`src/rtl/i2s_pkg.sv`:
```
// Shared I2S types and default framing constants for the receive and transmit paths.
package i2s_pkg;

  typedef enum logic [1:0] {UNSYNC, LEFT, RIGHT} rx_state_t;

  localparam int unsigned SAMPLE_W   = 16;
  localparam int unsigned SLOT_BITS  = 16;
  localparam int unsigned FRAME_BITS = 2 * SLOT_BITS;
  localparam int unsigned CNT_W      = 6;

endpackage

```
`src/rtl/i2s_slot_deserializer.sv`:
```
// MSB-first slot capture: counts bits since the last word-select transition and
// presents the slot word including the bit sampled on the current edge.
module i2s_slot_deserializer
  import i2s_pkg::*;
#(
  parameter int unsigned DATA_WIDTH = SAMPLE_W
) (
  input  logic                  serial_clk,
  input  logic                  reset,
  input  logic                  bit_in,
  input  logic                  clear,
  output logic [DATA_WIDTH-1:0] word,
  output logic [CNT_W-1:0]      slot_len
);

  logic [CNT_W-1:0]      count_q;
  logic [DATA_WIDTH-1:0] shift_q;

  // Bits past DATA_WIDTH shift out of range and are dropped.
  assign word     = shift_q | ({bit_in, {(DATA_WIDTH-1){1'b0}}} >> count_q);
  assign slot_len = (count_q == '1) ? count_q : count_q + CNT_W'(1);

  always_ff @(posedge serial_clk or posedge reset) begin
    if (reset) begin
      count_q <= '0;
      shift_q <= '0;
    end else if (clear) begin
      count_q <= '0;
      shift_q <= '0;
    end else begin
      count_q <= slot_len;
      shift_q <= word;
    end
  end

endmodule

```
`src/rtl/i2s_receiver.sv`:
```
// Slave I2S receiver: frame lock FSM, left holding register, mono average and
// saturating framing-error counter on top of the slot deserializer.
module i2s_receiver
  import i2s_pkg::rx_state_t, i2s_pkg::UNSYNC, i2s_pkg::LEFT, i2s_pkg::RIGHT,
         i2s_pkg::SAMPLE_W, i2s_pkg::CNT_W;
#(
  parameter int unsigned DATA_WIDTH    = SAMPLE_W,
  parameter int unsigned SLOT_BITS     = i2s_pkg::SLOT_BITS,
  parameter int unsigned ERR_CNT_WIDTH = 8
) (
  input  logic                     serial_clk,
  input  logic                     reset,
  input  logic                     sound_bit_in,
  input  logic                     word_select_in,
  output logic [DATA_WIDTH-1:0]    left_sample,
  output logic [DATA_WIDTH-1:0]    right_sample,
  output logic [DATA_WIDTH-1:0]    mono_sample,
  output logic                     sample_valid,
  output logic                     locked,
  output logic                     frame_error,
  output logic [ERR_CNT_WIDTH-1:0] error_count
);

  rx_state_t                  state_q;
  logic                       ws_q;
  logic                       left_ok_q;
  logic [DATA_WIDTH-1:0]      left_hold_q;
  logic [DATA_WIDTH-1:0]      slot_word;
  logic [DATA_WIDTH-1:0]      mono_next;
  logic signed [DATA_WIDTH:0] pair_sum;
  logic [CNT_W-1:0]           slot_len;
  logic [ERR_CNT_WIDTH-1:0]   err_inc;
  logic                       transition;
  logic                       ws_fall;
  logic                       slot_ok;
  logic                       stuck;

  assign transition = (word_select_in != ws_q);
  assign ws_fall    = transition && !word_select_in;
  assign slot_ok    = (slot_len == CNT_W'(SLOT_BITS));
  assign stuck      = (slot_len >= CNT_W'(2 * SLOT_BITS));
  assign err_inc    = (error_count == '1) ? error_count : error_count + ERR_CNT_WIDTH'(1);

  // Sign-extended sum cannot overflow; dropping bit 0 is the floor halving.
  assign pair_sum  = $signed({left_hold_q[DATA_WIDTH-1], left_hold_q})
                   + $signed({slot_word[DATA_WIDTH-1], slot_word});
  assign mono_next = pair_sum[DATA_WIDTH:1];

  i2s_slot_deserializer #(
    .DATA_WIDTH(DATA_WIDTH)
  ) u_slot (
    .serial_clk(serial_clk),
    .reset     (reset),
    .bit_in    (sound_bit_in),
    .clear     (transition),
    .word      (slot_word),
    .slot_len  (slot_len)
  );

  always_ff @(posedge serial_clk or posedge reset) begin
    if (reset) begin
      state_q      <= UNSYNC;
      ws_q         <= 1'b0;
      left_ok_q    <= 1'b0;
      left_hold_q  <= '0;
      left_sample  <= '0;
      right_sample <= '0;
      mono_sample  <= '0;
      sample_valid <= 1'b0;
      locked       <= 1'b0;
      frame_error  <= 1'b0;
      error_count  <= '0;
    end else begin
      ws_q         <= word_select_in;
      sample_valid <= 1'b0;
      frame_error  <= 1'b0;
      unique case (state_q)
        UNSYNC: begin
          if (ws_fall) begin
            state_q <= LEFT;
            locked  <= 1'b1;
          end
        end
        LEFT: begin
          if (transition) begin
            left_hold_q <= slot_word;
            left_ok_q   <= slot_ok;
            state_q     <= RIGHT;
          end else if (stuck) begin
            frame_error <= 1'b1;
            error_count <= err_inc;
            state_q     <= UNSYNC;
            locked      <= 1'b0;
          end
        end
        RIGHT: begin
          if (transition) begin
            if (slot_ok && left_ok_q) begin
              left_sample  <= left_hold_q;
              right_sample <= slot_word;
              mono_sample  <= mono_next;
              sample_valid <= 1'b1;
            end else begin
              frame_error <= 1'b1;
              error_count <= err_inc;
            end
            state_q <= LEFT;
          end else if (stuck) begin
            frame_error <= 1'b1;
            error_count <= err_inc;
            state_q     <= UNSYNC;
            locked      <= 1'b0;
          end
        end
        default: begin
          state_q <= UNSYNC;
          locked  <= 1'b0;
        end
      endcase
    end
  end

endmodule

```
`config.mk`:
```
export PLATFORM = sky130hd
export DESIGN_NAME = i2s_receiver
export DESIGN_NICKNAME = d
export VERILOG_FILES = /design/src/rtl/i2s_pkg.sv /design/src/rtl/i2s_slot_deserializer.sv /design/src/rtl/i2s_receiver.sv
export SDC_FILE = /design/constraint.sdc
export NUM_CORES = 1
export LEC_CHECK = 0
export CAP_MARGIN = 20
export CORE_ASPECT_RATIO = 0.75
export CORE_MARGIN = 10
export CORE_UTILIZATION = 40
export CTS_BUF_LIST = sky130_fd_sc_hd__clkbuf_16
export DETAILED_ROUTE_END_ITERATION = 7
export PLACE_DENSITY = 0.59
export SLEW_MARGIN = 0
export SYNTH_ARGS = -nofsm -noshare
export SYNTH_HDL_FRONTEND = slang
export SYNTH_SLANG_ARGS = --single-unit
```
`constraint.sdc`:
```
create_clock -name serial_clk -period 4.74 [get_ports serial_clk]
set_input_delay 0.948 -clock serial_clk [delete_from_list [all_inputs] [get_ports serial_clk]]
set_output_delay 0.948 -clock serial_clk [all_outputs]
set_load 0.02 [all_outputs]
```
==> flow_metrics.py, run 1 <==
metrics = {
    "logic_synthesis": {
        "ys_ff_latch": 101,
        "syn_area_um2": 4930,
        "netlist.top_cell.by_area": "dfrtp_1",
        "synth_top_flop_cell": "dfrtp_1",
        "async_reset_ff_share_pct": 100,
        "synth.distinct_cells": 57,
        "synth_top_area_share_pct": 51.3,
        "synth.area.top_cells": "dfrtp_1, nand2_1, ha_1, o21ai_0, a21oi_1",
        "netlist_instances": 519,
        "synth-edff-count": 0,
        "ys_seq_area_share_pct": 51.3,
        "yosys_warnings": 0,
        "syn_area_per_cell_um2": 9.50,
        "syn-num-nets": 546,
    },
    "timing": {
        "layout_min_cycle_time_ns": 3.85,
        "tightest_slew_ns": 0.767,
        "fmax_ghz": 0.259,
        "hold_viol": 0,
        "fin_ws_ns": 0.886,
        "setup-violations-final": 0,
        "drv_slew": 0,
        "fin_skew_ns": 0.00556,
        "rsz0062_at_grt": "false",
        "fin_crit_sh_pct": 81.3,
        "max_slew_margin_pct": 48.8,
        "fin_tns_setup_ns": 0,
    },
    "drt": {
        "num_vias": 3748,
        "drtIter0Drc": 195,
        "avgViaCountPerCell": 5.01,
        "drt_wl_total_um": 11300,
        "final_antenna_net_count": 0,
        "dr.pass1.iters": 4,
        "wl_per_cell_um": 15.2,
        "drc": 0,
    },
    "global_route": {
        "grt_usage_pct": 13.9,
        "grt_max_degree": 44,
        "grt_pass1_wl_um": 19500,
        "antenna_found_initial": 0,
        "grt_pass1_vias": 3767,
        "overflow": 0,
    },
    "run_status": {
        "status": "finished clean",
    },
    "floorplanning": {
        "io_pins": 63,
        "std_cell_rows": 35,
        "floorplan.initialDensity_pct": 40.5,
        "dieHeight_um": 116,
        "dieArea_um2": 17200,
        "coreArea_um2": 12200,
        "die_x_um": 148,
    },
    "pwr": {
        "power_density_nw_per_um2": 351,
        "p_sw_w": 0.000616,
        "ir_drop_mv": 0.236,
        "clockPowerShare_pct": 35.2,
        "p_seq_share_pct": 46.1,
        "design_power_total_w": 0.00210,
        "p_comb_share_pct": 18.7,
        "internal_power_w": 0.00149,
        "swShare_pct": 29.3,
        "leakage_nw": 2.86,
    },
    "clock_tree": {
        "root_buffer": "clkbuf_16",
        "cts_resized": 0,
        "cts_tree": "yes",
        "cts_max_path_buffers": 2,
        "cts_hold_buffers": 0,
        "cts.sinks": 101,
        "path_clk_slew_ns": 0.07,
        "cts_buffers": 9,
        "insertion_delay_ns": 0.34,
        "htreeDepth": 3,
        "post-cts-setup-buffers": 0,
    },
    "setup_path": {
        "critical_path_class": "in -> reg",
        "r2r_cells": 12,
        "r2r-start": "u_slot.count_q[4]$_DFF_PP0_",
        "r2r_end": "mono_sample[9]$_DFFE_PP0P_",
        "cp.arrival_ns": 4.13,
        "cp-start-kind": "input port",
        "regToRegSetupSlack_ns": 1.31,
        "cp_max_fo": 6,
        "crit_required_ns": 5.02,
        "crit_path_end_kind": "flip-flop",
    },
    "place": {
        "port_buffers": 62,
        "pre_cts_ws_ns": 0.585,
        "gp_congestion": 0.845,
        "place_hpwl_um": 8360,
    },
    "layout": {
        "areaGrowthSynthToFinish_pct": 21.6,
        "drive_gt1_share_pct": 7.04,
        "diodes": 0,
        "nets": 604,
    },
    "hold_path": {
        "hold_class": "reg -> reg",
        "min_to": "left_sample[11]$_DFFE_PP0P_",
        "worstHoldPathCells": 2,
        "hold_start": "left_sample[11]$_DFFE_PP0P_",
    },
    "flow_run": {
        "maxCapViolCount": 0,
    },
}
==> metrics by stage <==
stage / instance area [um2] / instances / util, % / hold slack, ns
after floorplan: 4930 / 519 / - / 0.465
after global placement: 5690 / 732 / 46.8 / 0.458
after detailed placement: 5690 / 732 / 46.8 / 0.462
after CTS: 5990 / 748 / 49.2 / 0.479
after global routing: 5990 / 748 / 49.2 / 0.500
final: 5990 / 748 / 49.2 / 0.471
==> flip-flops by register name, summed over array words and instances (netlist names) <==
register and flops:
state_q 2, mono_sample 16, sample_valid 1, right_sample 16, frame_error 1, u_slot.count_q 6
u_slot.shift_q 16, locked 1, error_count 8, left_sample 16, left_hold_q 16, left_ok_q 1
ws_q 1
==> power groups by stage <==
| stage | clock, W | sequential, W | combinational, W |
|---|---|---|---|
| after floorplan | 0 | 0.000988 | 0.000276 |
| after global placement | 0 | 0.000984 | 0.000385 |
| after detailed placement | 0 | 0.000985 | 0.000395 |
| after CTS | 0.000766 | 0.000969 | 0.000399 |
| after global routing | 0.000797 | 0.000979 | 0.000454 |
| final | 0.000740 | 0.000969 | 0.000393 |
==> synthesized netlist by cell type, types with 3 or more instances <==
cell and instances:
a211oi_1 3, a21o_1 6, a21oi_1 30, a31oi_1 6, and2_1 4, and3_1 5
buf_2 8, buf_6 4, clkbuf_1 11, dfrtp_1 101, ha_1 22, inv_1 26
mux2_2 3, nand2_1 111, nand2b_1 4, nand3_1 6, nand4_1 3, nor2_1 33
nor2b_1 6, nor3_1 4, nor3b_1 5, o211ai_1 3, o21a_1 5, o21ai_0 51
o31ai_1 3, or3_1 4, xnor2_1 9, xor2_1 7
==> how the worst max path moves through the flow <==
stage	start	end	slack (ns)
5_1_grt	sound_bit_in	mono_sample[9]$_DFFE_PP0P_	0.70
3_5_place_dp	sound_bit_in	mono_sample[9]$_DFFE_PP0P_	0.58
3_3_place_gp	sound_bit_in	mono_sample[9]$_DFFE_PP0P_	0.61
6_report	sound_bit_in	mono_sample[9]$_DFFE_PP0P_	0.89
2_1_floorplan	reset	error_count[0]$_DFFE_PP0P_	1.14
4_1_cts	sound_bit_in	mono_sample[9]$_DFFE_PP0P_	0.93
==> area by class of cell <==
cell class	instances	area, um2
clock buffers	9	225
repair buffers	70	681
multi-input cells	368	2170
inverters	27	104
clock inverters	7	75.1
flip-flops and latches	101	2530
fillers	1197	6180
well taps	166	208
==> layout by cell type (no fill, tap or decap), drive strengths merged, types with 4 or more instances in the layout <==
| cell | count |
|---|---|
| or3 | 5 |
| xnor2 | 9 |
| nor3 | 4 |
| a21o | 6 |
| ha | 22 |
| o21a | 5 |
| clkdlybuf4s50 | 62 |
| xor2 | 7 |
| a21oi | 30 |
| nand3 | 7 |
| nor2b | 6 |
| a31oi | 7 |
| nand2b | 4 |
| nand2 | 111 |
| dfrtp | 101 |
| o21ai | 52 |
| buf | 8 |
| nor2 | 33 |
| inv | 29 |
| and3 | 5 |
| and2 | 5 |
| clkbuf | 9 |
| nand4 | 4 |
| nor3b | 5 |
==> logic make-up (layout without fill, tap and decap cells) <==
family                     after synthesis  in the layout  share of synthesized area (%)
DFF                                    101            101                           51.3
AOI/OAI and AO/OA                      126            126                           15.8
muxes                                    4              4                          0.889
xor gates and xnor gates                16             16                           2.84
adders and majority gates               23             23                           5.99
and+or+nand+nor                        199            199                           18.6
buffers and inverters                   50            113                           4.62
==> worst max-delay path, cell delays in order <==
cell             delay, ns
clkdlybuf4s50_1       0.43
and4bb_2              0.26
and2_1                0.19
a21oi_1               0.27
inv_1                 0.08
ha_1                  0.36
nor2b_1               0.17
o21a_1                0.19
o21ai_0               0.28
a21oi_1               0.17
o21ba_2               0.23
or4_1                 0.46
nand3_1               0.09
==> routing by layer <==
| layer | GRT usage (%) | part of all wire (%) | vias to the layer above |
|---|---|---|---|
| li1 | - | - | 1872 |
| met1 | 18.2 | 47 | 1786 |
| met2 | 21.8 | 45 | 76 |
| met3 | 3.72 | 5.9 | 14 |
| met4 | 4.61 | 1.4 | 0 |
| met5 | 0 | 0 | - |
Power figures use the tool's default switching activity.
==> run 2, diff against run 1 <==
==> constraint.sdc (replaced) <==
create_clock -name serial_clk -period 3.9 [get_ports serial_clk]
set_input_delay 0.78 -clock serial_clk [delete_from_list [all_inputs] [get_ports serial_clk]]
set_output_delay 0.78 -clock serial_clk [all_outputs]
set_load 0.02 [all_outputs]
==> flow_metrics.py, run 2 (same netlist as run 1, synthesis figures left out) <==
metrics = {
    "run_status": {
        "status": "finished clean",
    },
    "clock_tree": {
        "cts_max_path_buffers": 2,
        "root_buffer": "clkbuf_16",
        "insertion_delay_ns": 0.34,
        "htreeDepth": 3,
        "cts_buffers": 9,
        "post-cts-setup-buffers": 0,
        "cts_resized": 0,
        "cts.sinks": 101,
        "cts_hold_buffers": 0,
        "cts_tree": "yes",
        "path_clk_slew_ns": 0.07,
    },
    "timing": {
        "max_slew_margin_pct": 50.0,
        "hold_slack_ns": 0.474,
        "fin_skew_ns": 0.00997,
        "setup-violations-final": 0,
        "drv_slew": 0,
        "hold_viol": 0,
        "fin_crit_sh_pct": 90.2,
        "fin_tns_setup_ns": 0,
        "tightest_slew_ns": 0.750,
        "fmax_ghz": 0.284,
        "layout_min_cycle_time_ns": 3.52,
        "rsz0062_at_grt": "false",
    },
    "setup_path": {
        "critPathMaxStageDelay_ns": 0.46,
        "r2r-start": "u_slot.count_q[4]$_DFF_PP0_",
        "worstPathCellList": "clkdlybuf4s50_1 > and4bb_2 > and2_1 > a21oi_1 > inv_1 > ha_1 > nor2b_1 > o21a_1 > o21ai_0 > a21oi_1 > o21ba_2 > or4_1 > nand3_1",
        "crit_path_end_kind": "flip-flop",
        "critPathTopFamily": "simple AND/OR/NAND/NOR gates",
        "crit_slowest_cell": "or4_1",
        "r2r_end": "mono_sample[9]$_DFFE_PP0P_",
        "critical_path_class": "in -> reg",
        "cp.arrival_ns": 3.80,
        "cp_max_fo": 6,
        "path_common_cell": "a21oi_1",
        "crit_required_ns": 4.18,
        "cp-start-kind": "input port",
        "r2r_cells": 12,
        "regToRegSetupSlack_ns": 0.64,
        "crit_buf_inv": 2,
    },
    "hold_path": {
        "worstHoldPathCells": 2,
        "hold_start": "left_sample[13]$_DFFE_PP0P_",
        "hold_class": "reg -> reg",
        "min_to": "left_sample[13]$_DFFE_PP0P_",
    },
    "layout": {
        "areaGrowthSynthToFinish_pct": 24.8,
        "drive_gt1_share_pct": 9.24,
        "layout_common_cells": "nand2_1, dfrtp_1, clkdlybuf4s50_1, o21ai_0, nor2_1",
        "fill_cells": 1152,
        "layout_commonest_cell": "nand2_1",
        "diodes": 0,
        "nets": 617,
    },
    "place": {
        "port_buffers": 62,
        "gp_congestion": 0.899,
        "place_hpwl_um": 8700,
    },
    "pwr": {
        "ir_drop_mv": 0.224,
        "power_density_nw_per_um2": 439,
        "leakage_nw": 2.95,
    },
    "global_route": {
        "grt_max_degree": 61,
        "grt_pass1_vias": 3843,
        "antenna_found_initial": 0,
        "grt_pass1_wl_um": 19900,
        "overflow": 0,
        "grt_usage_pct": 14.2,
    },
    "drt": {
        "drt_wl_total_um": 11800,
        "dr.pass1.iters": 4,
        "num_vias": 3812,
        "wl_per_cell_um": 15.5,
        "avgViaCountPerCell": 5.01,
        "met2WireLength_um": 5380,
        "drtIter0Drc": 216,
        "routed.top_layer": "met4",
        "drc": 0,
        "final_antenna_net_count": 0,
        "wl_met3_um": 704,
        "m1WireLength_um": 5690,
    },
    "flow_run": {
        "maxCapViolCount": 0,
    },
    "floorplanning": {
        "coreArea_um2": 12200,
        "floorplan.initialDensity_pct": 40.5,
        "io_pins": 63,
        "dieHeight_um": 116,
        "die_x_um": 148,
        "dieArea_um2": 17200,
        "std_cell_rows": 35,
    },
}
==> run 2: changes by cell type in the layout (fill, tap and decap cells not counted) <==
cell / before / now
buf_4: 8 / 20
buf_12: 0 / 1
clkinvlp_4: 2 / 1
inv_6: 1 / 0
clkinv_4: 2 / 3
inv_1: 26 / 25
bufinv_16: 1 / 3
==> run 2: area by class of cell <==
type	count	area, um2	area share (%)
clock buffers	9	225	3.66
inverters	27	104	1.69
repair buffers	83	791	12.9
clock inverters	7	124	2.01
flip-flops and latches	101	2530	41.1
multi-input cells	368	2170	35.3
well taps	166	208	3.38
==> run 2: per-layer routing <==
| metal | track usage (%) | up-vias |
|---|---|---|
| li1 | - | 1900 |
| met1 | 19.0 | 1829 |
| met2 | 21.8 | 81 |
| met3 | 4.49 | 2 |
| met4 | 3.49 | 0 |
| met5 | 0 | - |
==> run 2: worst reg2reg max path: cells and delay by family (launching register included) <==
| kind | cells | cell delay, ns |
|---|---|---|
| compound gates | 5 | 0.97 |
| fa+ha+maj | 1 | 0.36 |
| buf+inv | 1 | 0.08 |
| flops | 1 | 0.57 |
| simple gates | 5 | 1.21 |
==> run 2: metrics by stage <==
stage	power [W]	util (%)	cells	setup slack (ns)	area, um2
finish	0.00270	50.5	761	0.381	6150
global route	0.00285	50.5	761	0.101	6150
CTS	0.00273	50.5	761	0.405	6150
detailed placement	0.00169	47.7	745	0.0569	5800
global placement	0.00167	47.7	745	0.160	5800
floorplan	0.00154	-	519	0.473	4930
==> run 2: report_power, final <==
| group | internal (W) | total, W | switching [W] |
|---|---|---|---|
| clock network | 0.000631 | 0.00104 | 0.000408 |
| registers | 0.00111 | 0.00118 | 0.0000661 |
| logic | 0.000202 | 0.000488 | 0.000286 |
==> run 2: worst max-delay path by stage <==
stage	depth (start not counted)	slack, ns	startpoint	endpoint
after floorplan	1	0.47	reset	error_count[0]$_DFFE_PP0P_
after global placement	13	0.16	sound_bit_in	mono_sample[13]$_DFFE_PP0P_
after detailed placement	13	0.06	sound_bit_in	mono_sample[9]$_DFFE_PP0P_
after CTS	13	0.41	sound_bit_in	mono_sample[9]$_DFFE_PP0P_
after global routing	13	0.10	sound_bit_in	mono_sample[13]$_DFFE_PP0P_
final	13	0.38	sound_bit_in	mono_sample[9]$_DFFE_PP0P_
